$ cat src/rtl/sparse_chunk_writer.sv
// sparse_chunk_writer: builds sparsemap + compacted nonzero bytes into a double-buffered chunk store.
// Optional macro CHUNK_PADDING_EN: variable chunk length from chunk_len_i with last-beat lane masking.
`default_nettype none

module sparse_chunk_writer #(
  parameter int BUS_SIZE       = 8,
  parameter int MEM_SIZE       = 32,
  parameter int WR_DAT_CYC_NUM = MEM_SIZE / BUS_SIZE,
  localparam int LEN_W         = $clog2(MEM_SIZE) + 1,
  localparam int CNT_W         = $clog2(WR_DAT_CYC_NUM)
) (
  input  logic                  clk_i,
  input  logic                  rst_i,
  input  logic [BUS_SIZE*8-1:0] dense_data_i,
  input  logic                  dense_valid_i,
  output logic                  dense_ready_o,
  input  logic [LEN_W-1:0]      chunk_len_i,
  input  logic                  buf_release_i,
  input  logic                  buf_release_sel_i,
  output logic [BUS_SIZE-1:0]   wr_sparsemap_o,
  output logic [BUS_SIZE*8-1:0] wr_nonzero_data_o,
  output logic                  wr_valid_o,
  output logic [CNT_W-1:0]      wr_count_o,
  output logic                  wr_sel_o,
  output logic                  wr_last_o,
  output logic [1:0]            buf_full_o
);

  localparam int IDX_W = (BUS_SIZE > 1) ? $clog2(BUS_SIZE) : 1;
  localparam logic [0:0] S_FILL  = 1'b0;
  localparam logic [0:0] S_STALL = 1'b1;

  logic [0:0]            state, state_n;
  logic [CNT_W-1:0]      cnt_r, cnt_n;
  logic                  sel_r, sel_n;
  logic [1:0]            full_r, full_n, set_mask, clr_mask;
  logic                  accept, last_beat;
  logic [BUS_SIZE-1:0]   lane_en, nz;
  logic [7:0]            comp [BUS_SIZE];
  logic [BUS_SIZE*8-1:0] comp_flat;
  logic [IDX_W-1:0]      pos;

  assign accept = dense_valid_i && dense_ready_o;

`ifdef CHUNK_PADDING_EN
  logic [LEN_W-1:0] len_r, len_cur, len_eff, beats, rem;

  // The first beat of a chunk uses the live length; later beats use the sampled copy.
  always_comb begin
    len_cur = (cnt_r == '0) ? chunk_len_i : len_r;
    len_eff = (len_cur == '0 || len_cur > LEN_W'(MEM_SIZE)) ? LEN_W'(MEM_SIZE) : len_cur;
    beats   = (len_eff + LEN_W'(BUS_SIZE - 1)) / LEN_W'(BUS_SIZE);
    if (beats > LEN_W'(WR_DAT_CYC_NUM))
      beats = LEN_W'(WR_DAT_CYC_NUM);
    rem       = len_eff % LEN_W'(BUS_SIZE);
    last_beat = (LEN_W'(cnt_r) == beats - LEN_W'(1));
    for (int i = 0; i < BUS_SIZE; i++)
      lane_en[i] = !(last_beat && (rem != '0) && (LEN_W'(i) >= rem));
  end

  always_ff @(posedge clk_i) begin
    if (!rst_i)
      len_r <= '0;
    else if (accept && cnt_r == '0)
      len_r <= chunk_len_i;
  end
`else
  logic unused_len;
  assign unused_len = ^chunk_len_i;
  assign last_beat  = (cnt_r == CNT_W'(WR_DAT_CYC_NUM - 1));
  assign lane_en    = '1;
`endif

  always_comb begin
    for (int i = 0; i < BUS_SIZE; i++)
      nz[i] = lane_en[i] && (dense_data_i[i*8 +: 8] != 8'h00);
  end

  // Each nonzero byte lands in the lane equal to the number of nonzero lanes below it.
  always_comb begin
    pos = '0;
    for (int i = 0; i < BUS_SIZE; i++)
      comp[i] = 8'h00;
    for (int i = 0; i < BUS_SIZE; i++) begin
      if (nz[i]) begin
        comp[pos] = dense_data_i[i*8 +: 8];
        pos       = pos + IDX_W'(1);
      end
    end
  end

  for (genvar g = 0; g < BUS_SIZE; g++) begin : g_flat
    assign comp_flat[g*8 +: 8] = comp[g];
  end

  always_comb begin
    set_mask = (accept && last_beat) ? (2'b01 << sel_r) : 2'b00;
    clr_mask = buf_release_i ? (2'b01 << buf_release_sel_i) : 2'b00;
    full_n   = (full_r & ~clr_mask) | set_mask;
    sel_n    = sel_r ^ (accept && last_beat);
    cnt_n    = cnt_r;
    if (accept)
      cnt_n = last_beat ? '0 : cnt_r + CNT_W'(1);
  end

  always_ff @(posedge clk_i) begin
    if (!rst_i)
      state <= S_STALL;
    else
      state <= state_n;
  end

  always_comb begin
    state_n = full_n[sel_n] ? S_STALL : S_FILL;
  end

  always_comb begin
    dense_ready_o = (state == S_FILL);
  end

  always_ff @(posedge clk_i) begin
    if (!rst_i) begin
      cnt_r             <= '0;
      sel_r             <= 1'b0;
      full_r            <= 2'b00;
      wr_valid_o        <= 1'b0;
      wr_sparsemap_o    <= '0;
      wr_nonzero_data_o <= '0;
      wr_count_o        <= '0;
      wr_sel_o          <= 1'b0;
      wr_last_o         <= 1'b0;
    end else begin
      cnt_r             <= cnt_n;
      sel_r             <= sel_n;
      full_r            <= full_n;
      wr_valid_o        <= accept;
      wr_sparsemap_o    <= accept ? nz : '0;
      wr_nonzero_data_o <= accept ? comp_flat : '0;
      wr_count_o        <= accept ? cnt_r : '0;
      wr_sel_o          <= accept && sel_r;
      wr_last_o         <= accept && last_beat;
    end
  end

  assign buf_full_o = full_r;

endmodule

`default_nettype wire

$ cat config.mk
export PLATFORM = sky130hd
export DESIGN_NAME = sparse_chunk_writer
export DESIGN_NICKNAME = d
export VERILOG_FILES = /design/src/rtl/sparse_chunk_writer.sv
export SDC_FILE = /design/constraint.sdc
export NUM_CORES = 1
export LEC_CHECK = 0
export CORE_MARGIN = 1.5
export CORE_UTILIZATION = 40
export CTS_CLUSTER_DIAMETER = 80
export DETAILED_ROUTE_END_ITERATION = 8
export PLACE_DENSITY = 0.65
export SLEW_MARGIN = 0
export SYNTH_ARGS = -nofsm -noshare
export SYNTH_HDL_FRONTEND = slang
export SYNTH_SLANG_ARGS = --single-unit
$ cat constraint.sdc
create_clock -name clk_i -period 7.73 [get_ports clk_i]
set_input_delay 1.1595 -clock clk_i [delete_from_list [all_inputs] [get_ports clk_i]]
set_output_delay 1.1595 -clock clk_i [all_outputs]
set_load 0.005 [all_outputs]
==> impl_metrics.py <==
metrics = {
    "synth": {
        "postSynth.asyncResetShare_pct": 0,
        "yosys_most_used_dff": "dfxtp_1",
        "synth.yosys.seq_area_share_pct": 26.4,
        "synth_area_um2": 6290,
        "ys_ff_latch": 83,
        "synthMostInstantiatedCell": "nand2_1",
        "netlist.top_cell.by_area": "dfxtp_1",
        "count_of_warnings_emitted_by_yosys": 0,
        "syn_area_per_cell_um2": 7.44,
        "synth-edff-count": 0,
        "netlist_top_cells_area": "dfxtp_1 26%, a21oi_1 6.5%, nand2_1 5.9%, nor2_1 5.1%, o21ai_0 4.1%",
        "synth_top_cell_area_share_pct": 26.4,
        "syn-num-nets": 928,
        "synth.distinct_cells": 73,
        "mapped_cells": 845,
        "ys_top_cells_by_count": "99 x nand2_1, 86 x nor2_1, 83 x dfxtp_1",
    },
    "sta": {
        "worst_pin_slew_ns": 1.13,
        "timing.setup.tns_ns": 0,
        "maxSlewViolCount": 0,
        "rsz0062_at_grt": "no",
        "final_hold_fails": 0,
        "finClkSkew_ns": 0.00754,
        "max_clock_freq_mhz": 142,
        "maxSlewHeadroom_pct": 24.3,
        "fin_worst_hold_slack_ns": 0.467,
        "period_share_pct": 91.0,
        "timing.final.setup_violations": 0,
        "time_the_final_worst_path_needs_with_i_o_delays_and_setup_ns": 7.03,
    },
    "die": {
        "die_h_um": 128,
        "dieArea_um2": 16500,
        "placeableCoreArea_um2": 15300,
        "placementRows": 45,
        "die_w_um": 128,
        "starting_utilization_of_the_core_area_pct": 41.2,
        "pin_count": 155,
    },
    "layout": {
        "area_growth_syn_to_fin_pct": 28.2,
        "final_area_um2": 8060,
        "drive_above_1_share_pct": 7.36,
        "filler_cell_count": 1491,
        "diodes": 0,
        "layout.nets": 1016,
    },
    "placed_design": {
        "placedInstanceArea_um2": 7770,
        "gp_congestion": 1.04,
        "post-dp-hpwl_mm": 17.9,
        "numPortBuffers": 148,
    },
    "critical_path": {
        "crit_path_end_kind": "flop",
        "critPathRequiredTime_ns": 7.94,
        "crit_type": "in -> reg",
        "worst-path-max-fanout": 16,
        "cp_data_arrival_time_ns": 7.24,
        "crit_path_start_kind": "input pin",
    },
    "pwr": {
        "power.static_leakage_uw": 0.00276,
        "pwr_density_cell_nw_per_um2": 135,
        "max-vdd-ir-drop_mv": 0.103,
    },
    "global_routing": {
        "grt.overflow.total": 0,
        "grt_first_pass_wirelength_mm": 35.9,
        "grt_start_max_net_pins": 43,
        "first_global_vias": 6179,
        "grtUsageTotal_pct": 28.6,
        "grt_antenna_before_repair": 0,
    },
    "route": {
        "detail-route-antenna-nets": 0,
        "initialDrtViolationCount": 890,
        "wl_per_cell_um": 21.0,
        "vias_per_cell": 6.13,
        "drt_wl_total_mm": 24.1,
        "drtPass1Iterations": 6,
        "via_count": 7039,
        "route.detailed.drc": 0,
    },
    "clock_network": {
        "ctsResizeCount": 0,
        "cts_made_buffers": 9,
        "cts.clk_slew.worst_paths_ns": 0.06,
        "cts_hold_buffers": 0,
        "cts_setup_buffers": 0,
        "clkLatencyLatePin_ns": 0.35,
        "clock-sinks": 83,
        "cts_buffer_depth": 2,
        "htree_num_levels": 3,
        "cts_root_buffer": "clkbuf_16",
        "tritoncts": "built",
    },
    "worst_hold_path": {
        "worstHoldPathType": "reg -> reg",
    },
    "run": {
        "maxCapViolations": 0,
    },
    "run_status": {
        "result_of_the_run": "complete, no violations",
    },
}
-- final timing paths --
kind	slack, ns	from	cells past startpoint	end
worst max register to register	5.43	state	5	wr_nonzero_data_o[60]
worst max-delay path	0.70	dense_data_i[8]	26	wr_nonzero_data_o[45]
worst min-delay path	0.47	sel_r	2	wr_sel_o
worst min register to register	0.47	sel_r	2	wr_sel_o
-- through the flow --
step,power [µW],setup slack (ns),std cells,util (%)
final,1090,0.696,1149,52.8
after global routing,1130,0.209,1149,52.8
after CTS,1090,0.802,1149,52.8
after detailed placement,675,0.448,1133,50.9
after global placement,675,0.542,1133,50.9
after floorplan,571,1.03,845,-
-- layer usage --
metal  up-vias  global-route usage (%)  wire length (µm)
met5         -                       0                 0
met1      3227                    40.3             10500
met4         0                    9.12               594
met2       430                    43.8             10400
met3        42                    6.11              2570
li1       3340                       -                 -
-- power breakdown --
group	switching, µW	internal [µW]
clock	184	229
combinational	127	102
sequential	3.75	442
total	314	773
-- final cells by class --
type	instances	area, µm²	area share, %
repair buffers	164	1600	19.9
clock buffers	10	239	2.97
multi-input cells	659	4180	51.9
inverters	16	60.1	0.745
clock inverters	6	48.8	0.606
well taps	211	264	3.28
flip-flops and latches	83	1660	20.6
-- state kept, by name, indices dropped and copies added, names as in the netlist, 2 cells and up --
signal,cells
wr_sparsemap_o,8
cnt_r,2
buf_full_o,2
wr_nonzero_data_o,64
wr_count_o,2
-- cells by family after synthesis --
| logic type | Yosys count | share of synthesized area [%] |
|---|---|---|
| AO/OA/AOI/OAI | 326 | 36.5 |
| AND/OR/NAND/NOR | 285 | 21.4 |
| buffers and inverters | 103 | 7.03 |
| flip-flops | 83 | 26.4 |
| multiplexers | 27 | 4.48 |
| XOR/XNOR | 12 | 2.39 |
| adder cells (fa/ha/maj) | 9 | 1.75 |
-- worst max-delay path, cell delays in order --
cell and delay, ns:
clkdlybuf4s50_1 0.45, nor4_1 0.40, and2_1 0.22, inv_2 0.08, ha_1 0.47, inv_1 0.18, a21oi_1 0.18, nor2_1 0.12
ha_1 0.33, nand2b_1 0.16, o21ai_0 0.18, inv_1 0.09, ha_1 0.32, a21boi_0 0.15, a21oi_1 0.19, o21ai_2 0.15
ha_1 0.39, nor2_1 0.24, nor2_1 0.09, ha_1 0.31, nand2_1 0.10, o21ai_0 0.13, a211oi_1 0.60, and2_4 0.34
or3_1 0.14, a21oi_1 0.07
-- layout by cell type, fill, tap and decap left out, drive strengths merged, types with 16 or more instances in the layout --
cell type,n
nor4,19
a211oi,38
mux2i,18
o21ai,59
a22oi,20
dfxtp,83
nor2,86
nand2,99
a21oi,82
a221oi,28
o22ai,24
clkdlybuf4s50,148
buf,16
or3,20
inv,18
Power figures use the tool's default switching activity.
